[config.mk]
export PLATFORM = sky130hd
export DESIGN_NAME = lfsr_block_packer_flat
export DESIGN_NICKNAME = d
export VERILOG_FILES = /design/src/rtl/lfsr_block_packer_if.sv /design/src/rtl/lfsr_block_packer.sv /design/src/flat_wrapper.sv
export SDC_FILE = /design/constraint.sdc
export NUM_CORES = 1
export LEC_CHECK = 0
export CAP_MARGIN = 0
export CELL_PAD_IN_SITES_DETAIL_PLACEMENT = 0
export CELL_PAD_IN_SITES_GLOBAL_PLACEMENT = 1
export CORE_MARGIN = 4
export CORE_UTILIZATION = 32
export CTS_CLUSTER_DIAMETER = 200
export DETAILED_ROUTE_END_ITERATION = 16
export MAX_ROUTING_LAYER = met4
export PLACE_DENSITY = 0.84
export SYNTH_ARGS = -nofsm -noshare
export SYNTH_HDL_FRONTEND = slang
export SYNTH_SLANG_ARGS = --single-unit
[constraint.sdc]
create_clock -name i_Clk -period 1.9 [get_ports i_Clk]
set_input_delay 0.19 -clock i_Clk [delete_from_list [all_inputs] [get_ports i_Clk]]
set_output_delay 0.19 -clock i_Clk [all_outputs]
set_load 0.03 [all_outputs]
[src/rtl/lfsr_block_packer_if.sv]
// rtl/lfsr_block_packer_if.sv - block handshake bundle between the packer and its consumer
interface lfsr_block_packer_if #(
  parameter int WORD_BITS       = 32,
  parameter int WORDS_PER_BLOCK = 4
);
  logic                                 o_Block_Valid;
  logic                                 i_Block_Ready;
  logic [WORD_BITS*WORDS_PER_BLOCK-1:0] o_Block_Data;

  modport master (
    output o_Block_Valid,
    output o_Block_Data,
    input  i_Block_Ready
  );

  modport slave (
    input  o_Block_Valid,
    input  o_Block_Data,
    output i_Block_Ready
  );
endinterface

[src/rtl/lfsr_block_packer.sv]
// rtl/lfsr_block_packer.sv - seeds and steps an external LFSR, packing its words into handshaked blocks
module lfsr_block_packer #(
  parameter int WORD_BITS       = 32,
  parameter int WORDS_PER_BLOCK = 4,
  parameter int CNT_BITS        = 16
) (
  input  logic                  i_Clk,
  input  logic                  i_Rst_n,
  input  logic                  i_Start,
  input  logic [WORD_BITS-1:0]  i_Seed,
  input  logic [CNT_BITS-1:0]   i_Num_Blocks,
  output logic                  o_LFSR_Enable,
  output logic                  o_LFSR_Seed_DV,
  output logic [WORD_BITS-1:0]  o_LFSR_Seed_Data,
  input  logic [WORD_BITS-1:0]  i_LFSR_Data,
  lfsr_block_packer_if.master   blk,
  output logic [CNT_BITS-1:0]   o_Block_Count,
  output logic                  o_Busy,
  output logic                  o_Done
);

  localparam int BLK_BITS = WORD_BITS * WORDS_PER_BLOCK;
  localparam int IDX_BITS = (WORDS_PER_BLOCK > 1) ? $clog2(WORDS_PER_BLOCK) : 1;
  localparam logic [IDX_BITS-1:0] IDX_LAST = IDX_BITS'(WORDS_PER_BLOCK - 1);

  typedef enum logic [2:0] {
    S_IDLE,
    S_SEED,
    S_FILL,
    S_HOLD,
    S_DONE
  } state_t;

  state_t               state_q, state_d;
  logic [WORD_BITS-1:0] seed_q, seed_d;
  logic [CNT_BITS-1:0]  num_q, num_d;
  logic [CNT_BITS-1:0]  count_q, count_d;
  logic [BLK_BITS-1:0]  data_q, data_d;
  logic                 valid_q, valid_d;
  logic [IDX_BITS-1:0]  idx_q, idx_d;
  logic                 lfsr_en;
  logic                 seed_dv;

  always_ff @(posedge i_Clk or negedge i_Rst_n) begin
    if (!i_Rst_n) begin
      state_q <= S_IDLE;
      seed_q  <= '0;
      num_q   <= '0;
      count_q <= '0;
      data_q  <= '0;
      valid_q <= 1'b0;
      idx_q   <= '0;
    end else begin
      state_q <= state_d;
      seed_q  <= seed_d;
      num_q   <= num_d;
      count_q <= count_d;
      data_q  <= data_d;
      valid_q <= valid_d;
      idx_q   <= idx_d;
    end
  end

  always_comb begin
    state_d = state_q;
    seed_d  = seed_q;
    num_d   = num_q;
    count_d = count_q;
    data_d  = data_q;
    valid_d = valid_q;
    idx_d   = idx_q;
    lfsr_en = 1'b0;
    seed_dv = 1'b0;

    case (state_q)
      S_IDLE, S_DONE: begin
        if (i_Start) begin
          seed_d  = i_Seed;
          num_d   = i_Num_Blocks;
          count_d = '0;
          state_d = S_SEED;
        end
      end

      S_SEED: begin
        lfsr_en = 1'b1;
        seed_dv = 1'b1;
        idx_d   = '0;
        state_d = S_FILL;
      end

      S_FILL: begin
        // Shift left so the first word of the block ends up in the MSBs.
        lfsr_en = 1'b1;
        data_d  = (data_q << WORD_BITS) | BLK_BITS'(i_LFSR_Data);
        if (idx_q == IDX_LAST) begin
          idx_d   = '0;
          valid_d = 1'b1;
          state_d = S_HOLD;
        end else begin
          idx_d = idx_q + 1'b1;
        end
      end

      S_HOLD: begin
        if (valid_q && blk.i_Block_Ready) begin
          count_d = count_q + CNT_BITS'(1);
          valid_d = 1'b0;
          if ((num_q != '0) && (count_d == num_q)) begin
            state_d = S_DONE;
          end else begin
            state_d = S_FILL;
          end
        end
      end

      default: begin
        state_d = S_IDLE;
      end
    endcase
  end

  assign o_LFSR_Enable    = lfsr_en;
  assign o_LFSR_Seed_DV   = seed_dv;
  assign o_LFSR_Seed_Data = seed_q;
  assign blk.o_Block_Valid = valid_q;
  assign blk.o_Block_Data  = data_q;
  assign o_Block_Count    = count_q;
  assign o_Busy           = (state_q == S_SEED) || (state_q == S_FILL) || (state_q == S_HOLD);
  assign o_Done           = (state_q == S_DONE);

endmodule
[src/flat_wrapper.sv]
// flat-port wrapper written by rule: the top's interface ports become plain ports
module lfsr_block_packer_flat 
#(
  parameter int WORD_BITS       = 32,
  parameter int WORDS_PER_BLOCK = 4,
  parameter int CNT_BITS        = 16
)
  (i_Clk, i_Rst_n, i_Start, i_Seed, i_Num_Blocks, o_LFSR_Enable, o_LFSR_Seed_DV, o_LFSR_Seed_Data, i_LFSR_Data, o_Block_Count, o_Busy, o_Done, blk_o_Block_Valid, blk_o_Block_Data, blk_i_Block_Ready);
  lfsr_block_packer_if #(.WORD_BITS(WORD_BITS), .WORDS_PER_BLOCK(WORDS_PER_BLOCK)) blk_i ();
  input  logic i_Clk;
  input  logic i_Rst_n;
  input  logic i_Start;
  input  logic [WORD_BITS-1:0] i_Seed;
  input  logic [CNT_BITS-1:0] i_Num_Blocks;
  output logic o_LFSR_Enable;
  output logic o_LFSR_Seed_DV;
  output logic [WORD_BITS-1:0] o_LFSR_Seed_Data;
  input  logic [WORD_BITS-1:0] i_LFSR_Data;
  output logic [CNT_BITS-1:0] o_Block_Count;
  output logic o_Busy;
  output logic o_Done;
  output wire logic [$bits(blk_i.o_Block_Valid)-1:0] blk_o_Block_Valid;
  output wire logic [$bits(blk_i.o_Block_Data)-1:0] blk_o_Block_Data;
  input wire logic [$bits(blk_i.i_Block_Ready)-1:0] blk_i_Block_Ready;
  assign blk_o_Block_Valid = blk_i.o_Block_Valid;
  assign blk_o_Block_Data = blk_i.o_Block_Data;
  assign blk_i.i_Block_Ready = blk_i_Block_Ready;
  lfsr_block_packer #(.WORD_BITS(WORD_BITS), .WORDS_PER_BLOCK(WORDS_PER_BLOCK), .CNT_BITS(CNT_BITS)) u_core (.i_Clk(i_Clk), .i_Rst_n(i_Rst_n), .i_Start(i_Start), .i_Seed(i_Seed), .i_Num_Blocks(i_Num_Blocks), .o_LFSR_Enable(o_LFSR_Enable), .o_LFSR_Seed_DV(o_LFSR_Seed_DV), .o_LFSR_Seed_Data(o_LFSR_Seed_Data), .i_LFSR_Data(i_LFSR_Data), .blk(blk_i), .o_Block_Count(o_Block_Count), .o_Busy(o_Busy), .o_Done(o_Done));
endmodule
# After elaboration in Yosys (flattened, before gate mapping)
# Index checks and enable logic that the tools add are counted.
[word_totals] register_bits=198 out_inout_bits=181 elab_cells=49
[op_classes] add_sub_neg=2 eq_ne=9 muxes=15 bitwise_logic=1 n_reduce_logical=15
[op_table] op="128-bit by 32-bit OR with 128-bit output" n=1
[op_table] op="16-bit 2-to-1 mux" n=2
[op_table] op="16-bit case mux with 2 select lines" n=1
[op_table] op="16-bit by 1-bit adder with 16-bit output, second input constant" n=1
[op_table] op="16-bit == test" n=1
[op_table] op="16-bit nonzero test" n=1
[op_table] op="3-bit 2-to-1 mux" n=4
[op_table] op="3-bit case mux with 4 select lines" n=1
[op_table] op="3-bit AND reduction" n=3
[op_table] op="3-bit by 2-bit == test with 1-bit output, second input constant" n=2
[op_table] op="2-bit nonzero test" n=3
[op_table] op="1-bit 2-to-1 mux" n=4
[op_table] op="2-bit by 1-bit inequality test with 1-bit output, second input constant" n=2
[op_table] op="2-bit case mux with 2 select lines" n=1
[op_table] op="2-bit OR reduction" n=2
[op_table] op="3-bit by 1-bit == test with 1-bit output, second input constant" n=1
[op_table] op="3-bit == test, second input constant" n=1
[op_table] op="3-bit zero test" n=1
[op_table] op="2-bit by 1-bit adder with 2-bit output, second input constant" n=1
[op_table] op="2-bit == test, second input constant" n=1
[op_table] op="1-bit logical AND" n=2
[op_table] op="1-bit logical OR" n=2
[op_table] op="2-bit 2-to-1 mux" n=1
[op_table] op="2-bit inequality test, second input constant" n=1
[op_table] op="other kinds (2)" n=2

# Depth between registers and ports, before layout
[depth] word_depth=6 mapped_depth=8 depth_no_buf=7

# Least setup slack after synthesis
# Ideal clock, no wire load.
[synth_path] path_type="register to register" from="register u_core.count_q[2] (netlist: u_core.o_Block_Count[2])" to="register u_core.state_q[1]" arrival_ps=1902 t_required_ps=1765 setup_slack_ps=-137 path_stages_with_launch=8 synth_period_minus_slack_ps=2037 cell_sequence="dfrtp_1 > buf_6 > nand3_1 > nor4_1 > xnor2_1 > nand4_1 > nor4_2 > a21boi_0"
[synth_via] elab_chain_cells=6
[synth_lines] item="start: declaration" line_no="lfsr_block_packer.sv:37" text="logic [CNT_BITS-1:0] count_q, count_d;"
[synth_lines] item="start signal: assignment" line_no="lfsr_block_packer.sv:57" text="count_q <= count_d;"
[synth_lines] item="16-bit by 1-bit adder with 16-bit output" line_no="lfsr_block_packer.sv:107" text="count_d = count_q + CNT_BITS'(1);"
[synth_lines] item="16-bit == test" line_no="lfsr_block_packer.sv:109" text="if ((num_q != '0) && (count_d == num_q)) begin"
[synth_lines] item="1-bit logical AND" line_no="lfsr_block_packer.sv:109"
[synth_lines] item="3-bit 2-to-1 mux" line_no="lfsr_block_packer.sv:109"
[synth_lines] item="3-bit 2-to-1 mux" line_no="lfsr_block_packer.sv:106" text="if (valid_q && blk.i_Block_Ready) begin"
[synth_lines] item="3-bit case mux with 4 select lines" line_no="lfsr_block_packer.sv:75" text="case (state_q)"
[synth_lines] item="end signal: assignment" line_no="lfsr_block_packer.sv:54" text="state_q <= state_d;"
[synth_lines] item="end: declaration" line_no="lfsr_block_packer.sv:34" text="state_t state_q, state_d;"
# Every way passes these cells. The select of a mux whose other input is x is not followed.
# A chain may end at the register's enable or synchronous reset.

# Final worst setup path
[layout_path] from="register u_core.count_q[3] (netlist: u_core.o_Block_Count[3])" to="register u_core.state_q[2]"
# The elaborated chain is that of the path after synthesis.

==> impl_metrics.json <==
{
  "place_ws_ns": -0.1191,
  "clock-root-buffer": "clkbuf_16",
  "max_cap_viol_count": 0,
  "final_nets": 1066,
  "start_util": 0.3251,
  "num_antenna_cells": 0,
  "wire_per_inst_um": 16.68,
  "fin_util": 0.4914,
  "cp_slowest_stage_delay_ns": 0.47,
  "drive_gt1_frac": 0.2518,
  "yosysUniqueCellTypes": 42,
  "antenna_found_initial": 0,
  "start_kind": "register",
  "cts_max_level": 4,
  "status": "complete, but fails checks",
  "ant_nets": 0,
  "gr-usage-all-layers": 0.1626,
  "synthMuxAreaShare": 0.1761,
  "power_density_nw_per_um2": 1850,
  "fp.dieW_um": 167.9,
  "finalHoldViolations": 0,
  "synth-main-ff-cell": "dfrtp_1",
  "worstHoldPathType": "in2async",
  "synth_area_um2": 8187,
  "setup.worst_path.end_class": "register",
  "dp_hpwl_um": 16020,
  "clkSinkCount": 198,
  "p_leak_nw": 5.485,
  "maxSlewHeadroom": 0.6003,
  "critPathMaxFanout": 7,
  "irDropWorstVdd_uv": 1028,
  "grt_setup_unrepaired": "true",
  "seq_area_um2": 4969,
  "slowest_stage": "dfrtp_2",
  "gr-total-overflow": 0,
  "path_cells": "nand4_4 -> nor4_4 -> xnor2_1 -> nand3_1 -> nor4_4 -> a22o_1",
  "vias": 6168,
  "port_buffers": 264,
  "synth_top_family_by_area": "multiplexers",
  "vias_per_cell": 4.662,
  "yosys.area_share.simple": 0.1249,
  "fmax_mhz": 520.1,
  "drtPass1Iterations": 4,
  "failed_checks": "setup timing",
  "maxSlewViolCount": 0,
  "cts_tree": "built",
  "dr.first_iter.drc_count": 198,
  "crit_required_ns": 2.26,
  "synth-seq-cells": 198,
  "cp_top_family": "simple AND/OR/NAND/NOR gates",
  "post-route-min-period_ns": 1.923,
  "final_area_um2": 12370,
  "reg2regPathDepth": 6,
  "clk_path_buf_depth": 2,
  "synth_compound_area_frac": 0.03714,
  "worst_slack_ns": -0.02262,
  "synth_edf_count": 0,
  "drc_errors": 0,
  "wl_um": 22070,
  "place_area_um2": 11560,
  "clk_latency_ns": 0.43,
  "synthArstFlopShare": 1.000,
  "syn_avg_cell_area_um2": 12.18,
  "dieArea_um2": 28210,
  "syn2layout_area_growth_pct": 51.14,
  "synth_xor_area_frac": 0.02766,
  "cts_buffers": 17,
  "final_cell_count_no_fill": 1323,
  "grt_max_degree": 74,
  "final.period_utilization": 1.012,
  "fp.dieH_um": 167.9,
  "row_count": 58,
  "grt_pass1_vias": 6483,
  "path_class": "reg2reg",
  "ys_warn_count": 0,
  "worstPathArrival_ns": 2.28,
  "io_pins": 265,
  "cp_num_cells": 6,
  "multi_input_area_um2": 3128,
  "synth-adder-area-share": 0.003057,
  "finalWeightedCongestion": 0.8253,
  "setup_viol_count_final": 2,
  "cpMostUsedCell": "nor4_4",
  "grt_pass1_wl_um": 35850,
  "critPathBufInv": 0,
  "clk_pin_slew_ns": 0.09,
  "syn_inst": 672,
  "yosysSeqAreaShare": 0.6052,
  "dp.cells": 1278,
  "finalPower_mw": 22.89,
  "core_um2": 25180,
  "syn-num-nets": 758,
  "worst_pin_slew_ns": 0.5990,
  "skew_ns": 0.01656,
  "fillCellCount": 2242
}
## Yosys cell counts (4+ instances only)
cell	n	share of area
o21ai_0	22	0.013
nand4_1	9	0.0069
xnor2_1	12	0.013
nor4_1	6	0.0046
nand3_1	10	0.0061
nor3_1	5	0.0031
dfrtp_1	198	0.61
clkbuf_1	15	0.0069
and4_1	4	0.0043
buf_4	10	0.0092
nand2_1	164	0.075
nor2_1	17	0.0078
xor2_1	12	0.013
buf_2	11	0.0067
a21oi_1	7	0.0043
mux2_1	7	0.0096
mux2_2	121	0.17
## per-layer routing
layer	vias up	GRT usage	part of all wire
met5	-	-	0
met4	0	0.05293	0.023
met3	29	0.04438	0.050
met2	136	0.2645	0.50
met1	3081	0.1976	0.42
li1	2922	-	-
## power breakdown
| part | switching, mW | internal (mW) | total (mW) | leakage [nW] |
|---|---|---|---|---|
| registers | 1.38 | 6.14 | 7.52 | 2.37 |
| logic | 6.17 | 5.43 | 11.6 | 2.81 |
| clock network | 1.93 | 1.84 | 3.77 | 0.303 |
## cell families after synthesis
group | count (synthesis)
multiplexers | 128
AND/OR/NAND/NOR | 230
flip-flops | 198
adder cells (fa/ha/maj) | 2
buffers and inverters | 41
AO/OA/AOI/OAI | 48
XOR/XNOR | 25
## final timing paths
path	start	endpoint	slack (ns)
min reg2reg	u_core.o_LFSR_Seed_Data[15]$_DFFE_PN0P_	u_core.o_LFSR_Seed_Data[15]$_DFFE_PN0P_	0.48
min	i_Rst_n	u_core.blk.o_Block_Data[98]$_DFFE_PN0P_	0.25
min in group i_Clk	i_Seed[28]	u_core.o_LFSR_Seed_Data[28]$_DFFE_PN0P_	0.28
max	u_core.o_Block_Count[3]$_DFFE_PN0P_	u_core.state_q[2]$_DFFE_PN0P_	-0.02
max in group asynchronous	i_Rst_n	u_core.o_Block_Count[9]$_DFFE_PN0P_	0.90
max reg2reg	u_core.o_Block_Count[3]$_DFFE_PN0P_	u_core.state_q[2]$_DFFE_PN0P_	-0.02
## registers in the layout, indices dropped and copies added, names as in the netlist
signal	flops
u_core.blk.o_Block_Data	128
u_core.o_LFSR_Seed_Data	32
u_core.num_q	16
u_core.o_Block_Count	16
u_core.state_q	3
u_core.idx_q	2
u_core.blk.o_Block_Valid	1
## layout by cell type (no fill, tap or decap), types with 12 or more instances in the layout
cell type / count
buf_4: 54
nand2_1: 163
dfrtp_1: 187
clkdlybuf4s50_1: 250
o21ai_0: 22
mux2_2: 121
nor2_1: 15
clkbuf_16: 17
xnor2_1: 12
xor2_1: 12
## through the flow
stage,hold slack (ns),setup TNS [ns]
floorplan,-0.1056,-0.02241
global placement,0.1334,-0.5813
detailed placement,0.1330,-1.125
CTS,0.2067,-0.03201
global route,0.2442,-0.2380
finish,0.2492,-0.04134
## repair_timing
action | 4_1_cts | 5_1_grt
endpoints found under the setup margin | 15 | 6
pin swaps | 4 | 6
hold buffers | 1 | 0
setup buffers | 0 | 12
gates resized for setup | 23 | 15
hold endpoints to repair | 35 | 0
## area by class of cell
type                       instances  area share
clock inverter                    15     0.01648
multi-input combinational        433      0.2528
sequential                       198      0.4016
inverter                           3   0.0009101
tap                              330     0.03337
timing repair buffer             327      0.2605
clock buffer                      17     0.03438
No activity file was read; power rests on OpenSTA's default activity.
